<file path="src/rtl/phase_acc_pkg.sv">
// Shared widths, FSM encoding and dither LFSR constants for the phase accumulator.
// PSZ lives here so the sine stage and the accumulator stay width-locked.
package phase_acc_pkg;

  localparam int unsigned PA_ASZ = 32;
  localparam int unsigned PA_PSZ = 12;

  localparam logic [15:0] PA_LFSR_SEED = 16'hACE1;
  // Feedback taps for x^16 + x^15 + x^13 + x^4 + 1
  localparam logic [15:0] PA_LFSR_TAPS = 16'hD008;

  typedef enum logic {
    ST_IDLE = 1'b0,
    ST_RUN  = 1'b1
  } pa_state_e;

endpackage

</file>
<file path="src/rtl/phase_acc_dither.sv">
// 16-bit maximal-length Fibonacci LFSR used to dither the truncated phase.
// Only built when PHASE_DITHER_EN is defined; otherwise no dither logic exists.
`ifdef PHASE_DITHER_EN
module phs_dither_lfsr
  import phase_acc_pkg::*;
(
  input  logic        clk,
  input  logic        rst_n,
  input  logic        en,
  output logic [15:0] out
);

  logic [15:0] lfsr_q;
  logic [15:0] lfsr_d;

  // Next LFSR value: shift in the tap parity while enabled
  always_comb begin
    lfsr_d = lfsr_q;
    if (en) begin
      lfsr_d = {lfsr_q[14:0], ^(lfsr_q & PA_LFSR_TAPS)};
    end else begin
      lfsr_d = lfsr_q;
    end
  end

  // LFSR state register
  always_ff @(posedge clk or negedge rst_n) begin
    if (!rst_n) begin
      lfsr_q <= PA_LFSR_SEED;
    end else begin
      lfsr_q <= lfsr_d;
    end
  end

  assign out = lfsr_q;

endmodule
`endif

</file>
<file path="src/rtl/phase_acc.sv">
// NCO phase accumulator with valid/ready shadowed config, applied phase-continuously.
// Optional output dither via PHASE_DITHER_EN (instantiates phs_dither_lfsr).
module phase_acc
  import phase_acc_pkg::*;
#(
  parameter int unsigned    ASZ  = PA_ASZ,
  parameter int unsigned    PSZ  = PA_PSZ,
  parameter logic [ASZ-1:0] FRST = '0
) (
  input  logic           clk,
  input  logic           rst_n,
  input  logic           run,
  input  logic           cfg_valid,
  output logic           cfg_ready,
  input  logic [ASZ-1:0] cfg_freq,
  input  logic [PSZ-1:0] cfg_poff,
  input  logic           cfg_sync,
  output logic [PSZ-1:0] phs,
  output logic           phs_valid,
  output logic           wrap
);

  pa_state_e      state_q, state_d;
  logic [ASZ-1:0] acc_q, acc_d;
  logic [ASZ-1:0] freq_q, freq_d;
  logic [PSZ-1:0] poff_q, poff_d;
  logic           rdy_q, rdy_d;
  logic           ovf_q, ovf_d;
  logic [ASZ-1:0] sh_freq_q;
  logic [PSZ-1:0] sh_poff_q;
  logic           sh_sync_q;
  logic [PSZ-1:0] phs_q, phs_d;
  logic           vld_q, vld_d;
  logic           wrap_q, wrap_d;

  logic           hs_s;
  logic           apply_s;
  logic           active_s;
  logic [ASZ:0]   sum_s;
  logic [ASZ-1:0] dacc_s;

  assign hs_s     = cfg_valid & rdy_q;
  // A not-ready port always means a shadow word waiting to be applied this cycle
  assign apply_s  = ~rdy_q;
  assign active_s = (state_q == ST_RUN) & run;
  assign sum_s    = {1'b0, acc_q} + {1'b0, freq_q};

`ifdef PHASE_DITHER_EN
  localparam int unsigned DW    = ASZ - PSZ;
  localparam logic [15:0] DMASK = (DW >= 32'd16) ? 16'hFFFF : 16'((32'd1 << DW) - 32'd1);
  logic [15:0]    lfsr_s;
  logic [ASZ-1:0] dith_s;

  phs_dither_lfsr u_dither (
    .clk   (clk),
    .rst_n (rst_n),
    .en    (state_q == ST_RUN),
    .out   (lfsr_s)
  );

  assign dith_s = ASZ'(lfsr_s & DMASK);
  assign dacc_s = acc_q + dith_s;
`else
  assign dacc_s = acc_q;
`endif

  // Run/idle state transitions; run deassertion takes effect immediately
  always_comb begin
    state_d = state_q;
    case (state_q)
      ST_IDLE: begin
        if (run) state_d = ST_RUN;
        else     state_d = ST_IDLE;
      end
      ST_RUN: begin
        if (!run) state_d = ST_IDLE;
        else      state_d = ST_RUN;
      end
      default: state_d = ST_IDLE;
    endcase
  end

  // Accumulator, config apply and output-stage next values
  always_comb begin
    freq_d = freq_q;
    poff_d = poff_q;
    rdy_d  = rdy_q;
    acc_d  = '0;
    ovf_d  = 1'b0;

    if (apply_s) begin
      freq_d = sh_freq_q;
      poff_d = sh_poff_q;
      rdy_d  = 1'b1;
    end else if (hs_s) begin
      rdy_d  = 1'b0;
    end else begin
      rdy_d  = rdy_q;
    end

    // Outside an active run the accumulator is held at zero, so sync is moot there
    if (active_s) begin
      if (apply_s && sh_sync_q) begin
        acc_d = '0;
        ovf_d = 1'b0;
      end else begin
        acc_d = sum_s[ASZ-1:0];
        ovf_d = sum_s[ASZ];
      end
    end else begin
      acc_d = '0;
      ovf_d = 1'b0;
    end

    phs_d  = dacc_s[ASZ-1 -: PSZ] + poff_q;
    vld_d  = (state_q == ST_RUN);
    wrap_d = ovf_q & (state_q == ST_RUN);
  end

  // State, datapath and output registers
  always_ff @(posedge clk or negedge rst_n) begin
    if (!rst_n) begin
      state_q <= ST_IDLE;
      acc_q   <= '0;
      freq_q  <= FRST;
      poff_q  <= '0;
      rdy_q   <= 1'b1;
      ovf_q   <= 1'b0;
      phs_q   <= '0;
      vld_q   <= 1'b0;
      wrap_q  <= 1'b0;
    end else begin
      state_q <= state_d;
      acc_q   <= acc_d;
      freq_q  <= freq_d;
      poff_q  <= poff_d;
      rdy_q   <= rdy_d;
      ovf_q   <= ovf_d;
      phs_q   <= phs_d;
      vld_q   <= vld_d;
      wrap_q  <= wrap_d;
    end
  end

  // Shadow config captured on handshake
  always_ff @(posedge clk or negedge rst_n) begin
    if (!rst_n) begin
      sh_freq_q <= '0;
      sh_poff_q <= '0;
      sh_sync_q <= 1'b0;
    end else if (hs_s) begin
      sh_freq_q <= cfg_freq;
      sh_poff_q <= cfg_poff;
      sh_sync_q <= cfg_sync;
    end else begin
      sh_freq_q <= sh_freq_q;
      sh_poff_q <= sh_poff_q;
      sh_sync_q <= sh_sync_q;
    end
  end

  assign cfg_ready = rdy_q;
  assign phs       = phs_q;
  assign phs_valid = vld_q;
  assign wrap      = wrap_q;

endmodule

</file>
<file path="config.mk">
export PLATFORM = sky130hd
export DESIGN_NAME = phase_acc
export DESIGN_NICKNAME = d
export VERILOG_FILES = /design/src/rtl/phase_acc_pkg.sv /design/src/rtl/phase_acc_dither.sv /design/src/rtl/phase_acc.sv
export SDC_FILE = /design/constraint.sdc
export NUM_CORES = 1
export LEC_CHECK = 0
export BUFFER_PORTS_ARGS = -buffer_cell sky130_fd_sc_hd__buf_2
export CAP_MARGIN = 25
export CORE_ASPECT_RATIO = 1.75
export CORE_MARGIN = 2
export CORE_UTILIZATION = 39
export CTS_BUF_LIST = sky130_fd_sc_hd__clkbuf_8
export CTS_CLUSTER_SIZE = 10
export DETAILED_ROUTE_END_ITERATION = 10
export HOLD_SLACK_MARGIN = 0.06
export PLACE_DENSITY = 0.55
export SLEW_MARGIN = 40
export SYNTH_ARGS = -nofsm -noshare
export SYNTH_HDL_FRONTEND = slang
export SYNTH_SLANG_ARGS = --single-unit
</file>
<file path="constraint.sdc">
create_clock -name clk -period 2.7 [get_ports clk]
set_input_delay 0.54 -clock clk [delete_from_list [all_inputs] [get_ports clk]]
set_output_delay 0.54 -clock clk [all_outputs]
set_load 0.02 [all_outputs]
</file>
# --- Yosys cells after proc, flatten, opt, wreduce, memory -nomap -nowiden ---
# Cells that the tools add are included.
word_totals:
  regBits: 138
  word_cells: 26
  in_bits: 49
  output_inout_bits: 15
classes:
  n_addsub: 2
  n_bitwise: 4
  n_reduce_logical: 1
  mux: 7
op_table:
  columns: ["op", "count"]
  rows:
  - ["32-bit two-way mux", 2]
  - ["32-bit by 32-bit adder with 33-bit output", 1]
  - ["12-bit adder", 1]
  - ["1-bit two-way mux", 5]
  - ["1-bit AND", 3]
  - ["1-bit logical AND", 1]
  - ["1-bit inverter", 1]

# --- Logic depth before layout (Yosys ltp) ---
depth:
  depth_word: 4
  depth_mapped: 10
  ltp_nobuf: 10

# --- Worst setup path after synthesis ---
# No wires, ideal clock.
synth_timing:
  path_kind: "register -> register"
  from: "register freq_q[0]"
  to: "register acc_q[28]"
  path_stages_with_launch: 11
  arrival_ns: 2.164
  t_required_ns: 2.574
  period_less_slack_ns: 2.290
  path_slack_ns: 0.410
  setup_time_ns: 0.126
  path_buffers: 0
  path_cell_list: "dfrtp_1 -> ha_1 -> inv_1 -> fa_1 -> nor2b_1 -> o31ai_1 -> a21oi_1 -> o21ai_0 -> a21oi_1 -> nor2_1 -> a221o_1"
synth_between:
  elab_chain_cells: 3
synth_lines:
  columns: ["item", "line", "rtl"]
  rows:
  - ["from (decl)", "phase_acc.sv:25", "logic [ASZ-1:0] freq_q, freq_d;"]
  - ["from (signal assigned)", "phase_acc.sv:135", "freq_q <= freq_d;"]
  - ["32-bit by 32-bit adder with 33-bit output", "phase_acc.sv:46", "assign sum_s = {1'b0, acc_q} + {1'b0, freq_q};"]
  - ["32-bit two-way mux", "phase_acc.sv:103", "if (apply_s && sh_sync_q) begin"]
  - ["32-bit two-way mux", "phase_acc.sv:102", "if (active_s) begin"]
  - ["via acc_d[28]", "phase_acc.sv:24", "logic [ASZ-1:0] acc_q, acc_d;"]
  - ["to (signal assigned)", "phase_acc.sv:124", "acc_q <= '0;"]
  - ["to (signal assigned)", "phase_acc.sv:134", "acc_q <= acc_d;"]
  - ["to (decl)", "phase_acc.sv:24", null]
# The timed path passes the listed nets, and every way through them passes these cells.
# A chain may end at the register's enable or synchronous reset.

# --- Worst setup path after layout ---
layout_timing:
  from: "register acc_q[1]"
  to: "register acc_q[27]"
layout_between:
  elab_chain_cells: 3
layout_lines:
  columns: ["item", "line"]
  rows:
  - ["32-bit by 32-bit adder with 33-bit output", "phase_acc.sv:46"]
  - ["32-bit two-way mux", "phase_acc.sv:103"]
  - ["32-bit two-way mux", "phase_acc.sv:102"]
  - ["via acc_d[27]", "phase_acc.sv:24"]
# The timed path passes the listed nets, and every way through them passes these cells.

==> metrics.md <==
| Metric | Value |
|---|---|
| Data arrival time of the critical path | 2.87 ns |
| Max_cap viols | 0 |
| FP Rows | 65 |
| RSZ-0062 raised after global routing | false |
| Antenna Cells | 0 |
| TritonCTS clock tree | yes |
| Most common cell in the netlist | dfrtp_1 |
| Final Cycle Share | 92.4% |
| Count of flip-flops with a built-in enable after synthesis | 0 |
| Critical path required time | 3.08 ns |
| GRT Total Usage | 17.5% |
| Endpoints failing hold | 0 |
| Area leader, netlist | dfrtp_1 |
| Post-synth top cells | dfrtp_1, mux2_2, ha_1 |
| Horiz. Die Dim | 106 µm |
| Remaining Overflow, GRT | 0 |
| Sequential cell area fraction in the yosys report | 49.0% |
| Global-route wire length before repair | 26.0 mm |
| WL per Instance | 16.9 µm |
| Skew-Pair Late Insertion Delay | 0.44 ns |
| Syn_nets | 708 |
| Yosys warns | 0 |
| Critical Path Start Type | flop |
| Ports | 64 |
| Critical Path Fanout Max | 4 |
| Final-report setup violation count | 0 |
| Design Power | 6.89 mW |
| H-tree depth | 4 |
| Residual DRC count | 0 |
| Drt pass-1 iters | 4 |
| Vias in the first global route | 5225 |
| Mapped Area | 7050 µm² |
| Tmin final | 2.50 ns |
| Root Buffer | clkbuf_8 |
| DR vias | 4866 |
| Hold Path Class | in2reg |
| Mean area per synthesized cell | 11.5 µm² |
| Initial core utilization | 39.4% |
| Area growth syn-to-layout | 15.0% |
| Worst Max-Slew Pin Slew | 0.536 ns |
| Post-route ant nets | 0 |
| # port buffers | 63 |
| Synth top area share | 48.6% |
| Via/cell ratio | 5.23 |
| Setup crit end kind | flop |
| Core ar. | 17900 µm² |
| PwrDens | 850 nW/µm² |
| Routability cong. | 0.901 |
| Status | finished clean |
| Fin Setup TNS | 0 ns |
| DPL Wire Length | 12.0 mm |
| Worst VDD drop | 0.300 mV |
| Drt first-iter violations | 215 |
| Crit Path Class | reg2reg |
| Ys flop type | dfrtp_1 |
| Largest net degree at the start of global routing | 55 |
| Cts bufs inserted | 17 |
| Die area | 19200 µm² |
| Yosys reg bits | 138 |
| Leakage | 3.81 nW |
| Clock sinks | 138 |
| Post-CTS setup repair buffer count | 0 |
| Layout cells sized above 1 | 30.7% |
| Final #Nets | 778 |
| Ys async rst share | 100% |
| Mapped Cells | 614 |
| Final-report max-slew violation count | 0 |
| Post-synth cell types | 57 |
| Layout Skew | 0.00895 ns |
| Clock buffer depth | 2 |
| Initial antenna violation count | 0 |
| Fmax | 0.401 GHz |
| Clk pin slew, worst setup/hold paths | 0.08 ns |
| Synth top area cells | dfrtp_1, mux2_2, ha_1 |
| Relative slew margins | 64.3% |
| Die height | 182 µm |
| Drt total wl | 15.7 mm |
placed cells by master (no fill, tap or decap), types with 3 or more instances in the layout:
cell,synthesis,routed
a21o_1,13,13
buf_2,5,62
a31oi_1,5,5
bufinv_16,0,3
o31a_1,3,3
or3_1,4,4
a311o_1,3,3
ha_1,43,43
nand3_1,6,6
dfrtp_1,137,137
inv_1,18,19
buf_4,0,11
xor2_1,13,13
nor2b_1,8,7
clkbuf_8,0,19
o21ai_0,19,19
xnor2_1,16,16
mux2_2,89,89
nor3_1,11,11
and2_1,3,3
o21a_1,8,8
clkinv_2,0,5
nand4_1,8,8
o211ai_1,8,8
o211a_1,4,4
nand2b_1,3,3
or2_2,3,3
o21bai_1,3,3
nor2_1,41,41
a211oi_1,5,5
nor4_1,4,4
a21oi_1,37,36
nand2_1,36,35
a21oi_4,3,3
o31ai_1,5,5
final cells by class:
class,count,area (µm²)
clock buffers,19,262
multi-input cells,432,3430
clock inverters,13,151
fillers,1785,9780
inverters,18,67.6
repair buffers,77,454
flip-flops and latches,138,3450
well taps,234,293
metal layers:
layer,track usage (%),wire [µm],up-vias
li1,-,-,2356
met1,17.9,5730,2396
met2,32.5,8840,87
met3,3.91,488,27
met4,9.26,687,0
met5,0,0,-
per-stage QoR:
step / std cells / setup slack [ns] / hold slack (ns) / instance area, µm² / utilization, %
after detailed placement: 898 / 0.176 / 0.421 / 7680 / 42.9
after global placement: 898 / 0.234 / 0.408 / 7680 / 42.9
after global routing: 931 / 0.00101 / 0.190 / 8110 / 45.3
final: 931 / 0.204 / 0.236 / 8110 / 45.3
after floorplan: 614 / 0.410 / 0.244 / 7050 / -
after CTS: 931 / 0.158 / 0.199 / 8100 / 45.3
logic make-up after synthesis:
| group | Yosys count | share of synthesized area [%] |
|---|---|---|
| AO/OA/AOI/OAI | 133 | 13.1 |
| XOR/XNOR | 29 | 3.60 |
| adder cells (fa/ha/maj) | 45 | 8.19 |
| buffers and inverters | 44 | 2.55 |
| flip-flops | 138 | 49.0 |
| multiplexers | 91 | 14.5 |
| AND/OR/NAND/NOR | 134 | 9.05 |
sequential cells by signal, summed over array words and instances (netlist names), 12 cells and up:
name	cells
acc_q	32
freq_q	32
phs	12
poff_q	12
sh_freq_q	32
sh_poff_q	12
worst paths after layout:
kind | slack (ns) | from | depth (start not counted) | end
setup / recovery | 0.20 | acc_q[1] | 8 | acc_q[27]
hold / removal | 0.24 | run | 1 | state_q
setup reg to reg | 0.20 | acc_q[1] | 8 | acc_q[27]
hold reg to reg | 0.43 | state_q | 0 | phs_valid
max in group asynchronous | 1.37 | rst_n | 3 | cfg_ready
min in group asynchronous | 0.63 | rst_n | 2 | sh_poff_q[8]
worst max-delay path: stages (launching register included):
cell and delay [ns]:
dfrtp_1 0.40, ha_1 0.32, a211o_1 0.30, a21oi_1 0.30, o21ai_1 0.17, a41o_1 0.32, a311o_1 0.38, a21oi_1 0.13
a31o_1 0.11
power breakdown:
group	total [mW]	switching, mW	internal [mW]	leakage, nW
Combinational	2.41	1.36	1.06	1.93
Sequential	2.74	0.245	2.49	1.68
Clock	1.74	0.788	0.953	0.212
Total	6.89	2.39	4.50	3.81
timing repair:
action	4_1_cts	5_1_grt
hold buffers	1	0
endpoints found under the setup margin	0	2
gates resized for setup	0	2
endpoints found under the hold margin	24	0
Note: power is estimated with default switching activity, not from simulation.
